### src/rtl/count_step_ctrl.sv
// count_step_ctrl: run/step enable source; STEP_AUTOREPEAT_EN adds held-button auto-repeat
module count_step_ctrl #(
  parameter int TICK_DIV        = 100000000,
  parameter int DEBOUNCE_CYCLES = 1000000,
  parameter int REPEAT_CYCLES   = 25000000
) (
  input  logic       clk,
  input  logic       reset,
  input  logic       run_sw,
  input  logic       step_btn,
  output logic       enable,
  output logic       running,
  output logic [1:0] step_state
);
  localparam int DW = $clog2(TICK_DIV);
  localparam int BW = $clog2(DEBOUNCE_CYCLES);
  localparam logic [DW-1:0] DIV_LAST = DW'(TICK_DIV - 1);
  // the IDLE/HELD cycle that spots the new level counts as the first stable sample
  localparam logic [BW-1:0] DB_LAST = BW'(DEBOUNCE_CYCLES - 2);
  typedef enum logic [1:0] {IDLE = 2'b00, PRESS_WAIT = 2'b01, HELD = 2'b10, RELEASE_WAIT = 2'b11} state_t;
  if (TICK_DIV < 2 || DEBOUNCE_CYCLES < 2 || REPEAT_CYCLES < 2) begin : g_bad_param
    $error("count_step_ctrl: TICK_DIV, DEBOUNCE_CYCLES and REPEAT_CYCLES must be >= 2");
  end
  state_t        state;
  logic          run_m, run_s, btn_m, btn_s;
  logic [DW-1:0] div_cnt;
  logic [BW-1:0] db_cnt;
  logic          tick, press_done, rep_fire, step;
  assign running    = run_s;
  assign step_state = state;
  assign tick       = div_cnt == DIV_LAST;
  assign press_done = state == PRESS_WAIT && btn_s && db_cnt == DB_LAST;
  assign step       = press_done || rep_fire;
  always_ff @(posedge clk) begin
    if (reset) begin
      run_m   <= 1'b0;
      run_s   <= 1'b0;
      btn_m   <= 1'b0;
      btn_s   <= 1'b0;
      div_cnt <= '0;
      db_cnt  <= '0;
      enable  <= 1'b0;
      state   <= IDLE;
    end else begin
      run_m   <= run_sw;
      run_s   <= run_m;
      btn_m   <= step_btn;
      btn_s   <= btn_m;
      div_cnt <= (!run_s || tick) ? '0 : div_cnt + 1'b1;
      enable  <= !enable && (run_s ? tick : step);
      case (state)
        IDLE:
          if (btn_s) begin
            state  <= PRESS_WAIT;
            db_cnt <= '0;
          end
        PRESS_WAIT:
          if (!btn_s) state <= IDLE;
          else if (db_cnt == DB_LAST) state <= HELD;
          else db_cnt <= db_cnt + 1'b1;
        HELD:
          if (!btn_s) begin
            state  <= RELEASE_WAIT;
            db_cnt <= '0;
          end
        RELEASE_WAIT:
          if (btn_s) state <= HELD;
          else if (db_cnt == DB_LAST) state <= IDLE;
          else db_cnt <= db_cnt + 1'b1;
        default: state <= IDLE;
      endcase
    end
  end
`ifdef STEP_AUTOREPEAT_EN
  localparam int RW = $clog2(REPEAT_CYCLES);
  localparam logic [RW-1:0] REP_LAST = RW'(REPEAT_CYCLES - 1);
  logic [RW-1:0] rep_cnt;
  assign rep_fire = state == HELD && !run_s && rep_cnt == REP_LAST;
  always_ff @(posedge clk) begin
    if (reset || state != HELD || run_s) rep_cnt <= '0;
    else rep_cnt <= rep_fire ? '0 : rep_cnt + 1'b1;
  end
`else
  assign rep_fire = 1'b0;
`endif
endmodule

### config.mk
export PLATFORM = sky130hd
export DESIGN_NAME = count_step_ctrl
export DESIGN_NICKNAME = d
export VERILOG_FILES = /design/src/rtl/count_step_ctrl.sv
export SDC_FILE = /design/constraint.sdc
export NUM_CORES = 1
export LEC_CHECK = 0
export ABC_CLOCK_PERIOD_IN_PS = 2500
export BUFFER_PORTS_ARGS = -buffer_cell sky130_fd_sc_hd__buf_2
export CORE_MARGIN = 4
export CORE_UTILIZATION = 61
export CTS_CLUSTER_DIAMETER = 50
export CTS_CLUSTER_SIZE = 12
export DETAILED_ROUTE_END_ITERATION = 8
export GPL_TIMING_DRIVEN = 0
export PLACE_DENSITY_LB_ADDON = 0.3
export REMOVE_ABC_BUFFERS = 1
export SLEW_MARGIN = 0
export SYNTH_ARGS = -nofsm -noshare
export SYNTH_HDL_FRONTEND = slang
export SYNTH_SLANG_ARGS = --single-unit
### constraint.sdc
create_clock -name clk -period 2.5 [get_ports clk]
set_input_delay 0.25 -clock clk [delete_from_list [all_inputs] [get_ports clk]]
set_output_delay 0.25 -clock clk [all_outputs]
set_load 0.03 [all_outputs]
==> out/metrics.cfg, run 1 <==
[synth]
ys_warn_count=0
yosys.area.top_type_share=0.421
synthDominantAreaCellType=dfxtp_1
synth_enable_flop_cells=0
avgSynthCellArea_um2=8.71
netlist_top_cells_count=dfxtp_1 (54), nor2_1 (41), nand2_1 (25)
number_of_instances_in_the_synthesized_netlist=295
ffs_latches_synth=54
area_fraction_in_compound_gates_after_synthesis=0.0857
yosys-top-cells-area=dfxtp_1 (42%), xor2_1 (7.2%), nor2_1 (6.0%)
synthesis.area_um2=2570
postSynth.topFlopCell=dfxtp_1
synth.mux.area_fraction=0.00438
synth_cell_type_count=47
post_synth_xor_area_fraction=0.109
synth_sequential_area_ratio=0.421
synthSimpleGateAreaFrac=0.334
synthMostInstantiatedCell=dfxtp_1
synth-adder-area-share=0.0146
synth_top_family_by_area=simple AND/OR/NAND/NOR gates
async_reset_ff_frac=0

[setup_path]
timing.critical_path.cells=ha_1 -> nand2_1 -> nor3_2 -> and4_1 -> or3b_2 -> nor2_1
timing.critical_path.required_ns=2.68
worst-setup-path-type=flip-flop to flip-flop
register_to_register_path_setup_slack_ns=0.39
cp_endpoint_kind=flip-flop
cp.arrival_ns=2.29
cp_slowest_stage_delay_ns=0.46
reg2reg_depth=6
worst_setup_start_kind=flip-flop
crit-reg2reg-launch=div_cnt[0]
critPathMaxFanout=26
critPathSlowestCell=or3b_2
critical_path.reg2reg.endpoint=div_cnt[12]

[clocking]
tritoncts=yes
postCtsSetupRepairBufs=0
clkLatencyLatePin_ns=0.31
clock_tree.htree_level_count=2
numCtsBuffers=5
clk_pin_slew_ns=0.09
cts.root.buffer_cell=clkbuf_8
clock_sinks=54
max-clock-path-buffers=2

[floorplan]
chipHeight_um=72.9
core-area_um2=4030
die_x_um=72.9
initial_utilization=0.638
design.die.area_um2=5320
design.portCount=8
placement_rows=23

[power_and_ir_drop]
power_density_nw_per_um2=540
switching_share=0.206
sequential_group_share_of_total_power=0.590
combinationalPowerShare=0.020
cell_internal_pwr_mw=1.17
p_sw_mw=0.303
power_frac_clock=0.389
totalPowerFinal_mw=1.47
static-leakage-power_nw=0.868
vdd_drop_max_uv=298

[hold_path]
holdPathStages=2
hold_path_class=input port to flip-flop
origin_of_the_worst_min_delay_path=run_sw
min_to=run_m

[sta]
slew_worst_pin_ns=0.907
report.final.hold_viol_count=0
fin_setup_tns_ns=0
achievable-frequency_mhz=474
fin_skew_ns=0.00426
finalSetupViolCount=0
rsz0062_at_grt=no
finalCritPeriodShare=0.844
final_critical_path_setup_slack_ns=0.391
final_count_of_pins_violating_max_slew=0
min_period_ns=2.11
maxSlewHeadroom=0.390
timing.hold.ws_ns=0.146

[grt]
grt_pass1_wl_mm=8.50
globalRouteOverflowTotal=0
grt_antenna_before_repair=0
grt_start_max_net_pins=27
number_of_global_route_vias_before_repair=1882
grtUsageTotal=0.200

[finish]
area_delta_synth_final_pct=5.99
number_of_inserted_diodes=0
final_nets=305
layout-drive-gt1-share=0.0973

[flow_run]
timing.max_cap.violations=0

[detailed_routing]
drt-initial-drc-count=163
route.vias.total=2116
drcViolationCount=0
post_drt_wl_per_cell_um=14.0
ant_nets=0
vias_per_cell=6.08
routed_wirelength_mm=4.86
drt_pre_antenna_iters=4

[placement]
place_ws_ns=-0.0619
globalplace.congestion=0.819
port-buffer-count=7
detail_placement_hpwl_mm=3.37

[status]
result_of_the_run=finished clean

==> worst max-delay path by stage <==
stage,end,cells after the start,start
6_report,div_cnt[12],6,div_cnt[0]
5_1_grt,div_cnt[3],6,div_cnt[0]
3_3_place_gp,div_cnt[5],6,div_cnt[0]
2_1_floorplan,db_cnt[4],5,flip-flop
4_1_cts,db_cnt[4],5,flip-flop
3_5_place_dp,div_cnt[12],6,div_cnt[0]
==> per-stage QoR <==
step                 util  cells  instance area (um^2)
global placement    0.646    341                  2600
floorplan               -    284                  2510
detailed placement  0.646    341                  2600
CTS                 0.673    348                  2710
finish              0.676    348                  2720
global route        0.676    348                  2720
==> critical path: cells and delay by family, from the launching register on <==
family / cells / cell delay [ns]
fa+ha+maj: 1 / 0.25
flops: 1 / 0.38
simple gates: 5 / 1.35
==> power groups by stage <==
stage / Sequential, mW / Clock [mW] / Combinational, mW
2_1_floorplan: 0.889 / 0 / 0.0147
3_3_place_gp: 0.888 / 0 / 0.0288
3_5_place_dp: 0.888 / 0 / 0.0289
4_1_cts: 0.868 / 0.593 / 0.0291
5_1_grt: 0.869 / 0.621 / 0.0327
6_report: 0.868 / 0.573 / 0.0295
==> timing repair <==
| action | CTS | global route |
|---|---|---|
| hold buffers | 0 | 0 |
| gates resized for setup | 1 | 2 |
| pin swaps | 0 | 0 |
| endpoints found under the setup margin | 26 | 27 |
==> sequential cells by signal, summed over array words and instances, names as in the netlist, named ones only <==
register,cells
div_cnt,27
db_cnt,20
btn_m,1
btn_s,1
enable,1
run_m,1
running,1
step_state,1
==> cells by family (layout without fill, tap and decap cells) <==
family	Yosys count	after routing
simple gates	154	154
flops	54	54
compound gates	36	36
xor+xnor	31	31
buf+inv	16	19
fa+ha+maj	3	3
mux	1	1
==> cells in the final DEF, fill, tap and decap left out, types with 2 or more instances in the layout <==
cell type | synthesis | routed
or2_2 | 2 | 2
a31oi_1 | 4 | 4
nor4b_1 | 2 | 2
ha_1 | 3 | 3
o211ai_1 | 6 | 6
nor2_1 | 41 | 41
nor2b_1 | 4 | 4
nand4_2 | 2 | 2
or4_1 | 4 | 4
nand4b_1 | 2 | 2
dfxtp_1 | 54 | 54
inv_1 | 5 | 5
and4_1 | 5 | 5
nand3_1 | 19 | 19
nor3_1 | 4 | 3
nand4_1 | 15 | 15
xor2_1 | 21 | 21
clkbuf_8 | 0 | 5
nand2_1 | 25 | 25
a21oi_1 | 12 | 12
and4b_1 | 2 | 2
xnor2_1 | 9 | 8
or3_1 | 7 | 7
and3_1 | 6 | 6
buf_2 | 0 | 7
o21ai_0 | 9 | 9
nor4_1 | 2 | 2
==> metal layers <==
metal | routed length [um] | up-vias | GRT usage
li1 | - | 1056 | -
met1 | 2440 | 1008 | 0.289
met2 | 2130 | 47 | 0.296
met3 | 231 | 5 | 0.0372
met4 | 68 | 0 | 0.0779
met5 | 0 | - | 0
==> layout make-up <==
class | count | area, um^2
fill | 349 | 1310
timing repair buffer | 7 | 35.0
sequential | 54 | 1080
inverter | 5 | 18.8
clock buffer | 5 | 68.8
clock inverter | 2 | 38.8
multi-input combinational | 225 | 1420
tap | 50 | 62.6
Power figures use the tool's default switching activity.
==> run 2: changes to the inputs <==
- ABC_CLOCK_PERIOD_IN_PS: 2500 -> 1950
- clock period: 2.5 -> 1.95 ns (I/O delays scaled with it)
==> run 2 against run 1 <==
Sequential power is 28% higher; non-clock buffer count is 9 higher; cell count is 2.9% higher; worst setup slack worse by 0.30 ns; highest routed layer unchanged; via count is 2.6% higher; clock power is 28% higher; largest power group unchanged; sequential share of layout area is 1.8 points lower; maximum frequency is 14% higher.
==> out/metrics.cfg, run 2 (synthesis gave the netlist of run 1 again) <==
[finish]
area_delta_synth_final_pct=11.4
multi_input_gate_area_um2=1490
most-common-layout-cells=dfxtp_1 (51), nor2_1 (40), nand2_1 (25)
final.fill_count=331
most_frequent_standard_cell_in_the_layout_excluding_fill_and_tap_cells=dfxtp_1
top_flop_regs=div_cnt: 27 flops, db_cnt: 20 flops
regArea_um2=1080
number_of_inserted_diodes=0
final_cell_area_um2=2860
largest_register_ffs=27
final_nets=315
layout-drive-gt1-share=0.153
largest-register=div_cnt

[clocking]
numCtsBuffers=5
clock_sinks=54
max-clock-path-buffers=2
clock_tree.htree_level_count=2
holdBufCountCts=0
cts.root.buffer_cell=clkbuf_8
tritoncts=yes
clk_pin_slew_ns=0.10
clkLatencyLatePin_ns=0.31

[status]
result_of_the_run=finished clean

[detailed_routing]
route.vias.total=2171
ant_nets=0
post_drt_wl_per_cell_um=14.5
routed_wirelength_mm=5.19
drcViolationCount=0
drt-initial-drc-count=181
vias_per_cell=6.06
drt_pre_antenna_iters=5

[sta]
final_count_of_pins_violating_max_slew=0
finalSetupViolCount=0
fin_setup_tns_ns=0
timing.hold.ws_ns=0.0934
maxSlewHeadroom=0.637
slew_worst_pin_ns=0.540
achievable-frequency_mhz=538
finalCritPeriodShare=0.953
min_period_ns=1.86
fin_skew_ns=0.00610
final_critical_path_setup_slack_ns=0.0924
report.final.hold_viol_count=0

[setup_path]
timing.critical_path.required_ns=2.15
worst_setup_start_kind=flip-flop
cp.arrival_ns=2.06
critPathMaxFanout=13
worst-setup-path-type=flip-flop to flip-flop
cp_endpoint_kind=flip-flop

[grt]
grt_start_max_net_pins=27
grt_pass1_wl_mm=8.64
grtUsageTotal=0.204
grt_antenna_before_repair=0
number_of_global_route_vias_before_repair=1916
globalRouteOverflowTotal=0

[floorplan]
chipHeight_um=72.9
core-area_um2=4030
design.portCount=8
initial_utilization=0.638
die_x_um=72.9
placement_rows=23
design.die.area_um2=5320

[power_and_ir_drop]
static-leakage-power_nw=0.958
vdd_drop_max_uv=396
power_frac_clock=0.388
sequential_group_share_of_total_power=0.588
power_density_nw_per_um2=661
combinationalPowerShare=0.023
p_sw_mw=0.393
cell_internal_pwr_mw=1.50
switching_share=0.207

[placement]
place_ws_ns=-0.612
detail_placement_hpwl_mm=3.37
globalplace.congestion=0.819
port-buffer-count=7
placedInstanceArea_um2=2600

[hold_path]
hold_path_class=input port to flip-flop

[flow_run]
timing.max_cap.violations=0

[run 2: cell types whose count changed in the layout (fill, tap and decap cells not counted), moves of 2 or more]
cell | previous run | this run
or3b_4 | 0 | 2
buf_4 | 0 | 9
dfxtp_2 | 0 | 3
and4_1 | 5 | 3
and4_2 | 1 | 3
dfxtp_1 | 54 | 51
[run 2: final timing paths]
path / startpoint / to / slack, ns / cells after the start
max reg2reg: div_cnt[17] / div_cnt[12] / 0.09 / 5
min: run_sw / run_m / 0.09 / 2
max: div_cnt[17] / div_cnt[12] / 0.09 / 5
min reg2reg: enable / enable / 0.44 / 1
[run 2: critical path, stage by stage, from the launching register on]
cell,delay (ns)
dfxtp_1,0.37
or4_1,0.53
nor4_1,0.22
and4_2,0.30
or3b_4,0.25
nor2_1,0.08
[run 2: metrics by stage]
step                       util  instances  power, mW
after detailed placement  0.646        341       1.18
after CTS                 0.685        348       1.91
after floorplan               -        284       1.16
after global placement    0.646        341       1.18
final                     0.711        358       1.89
after global routing      0.711        358       1.96
[run 2: final cells by class]
type,count,share of cell area
multi-input cells,226,0.519
repair buffers,16,0.0358
clock inverters,2,0.0135
well taps,50,0.0218
flip-flops and latches,54,0.379
inverters,5,0.00655
clock buffers,5,0.0240
[run 2: power groups by stage]
stage | Clock, mW | Combinational, mW | Sequential [mW]
floorplan | 0 | 0.0188 | 1.14
global placement | 0 | 0.0369 | 1.14
detailed placement | 0 | 0.0371 | 1.14
CTS | 0.760 | 0.0393 | 1.11
global route | 0.797 | 0.0484 | 1.12
finish | 0.735 | 0.0440 | 1.11
[run 2: metal layers]
layer / wire [um] / vias to the layer above / GRT usage
met5: 0 / - / 0
met4: 68 / 0 / 0.0758
met3: 195 / 5 / 0.0372
met2: 2360 / 39 / 0.310
met1: 2560 / 1046 / 0.290
li1: - / 1081 / -
[run 2: what timing repair did]
action / 4_1_cts / 5_1_grt
endpoints found under the setup margin: 28 / 35
cloned: 0 / 1
pin swaps: 1 / 5
resized for setup: 8 / 9
setup buffers: 0 / 9
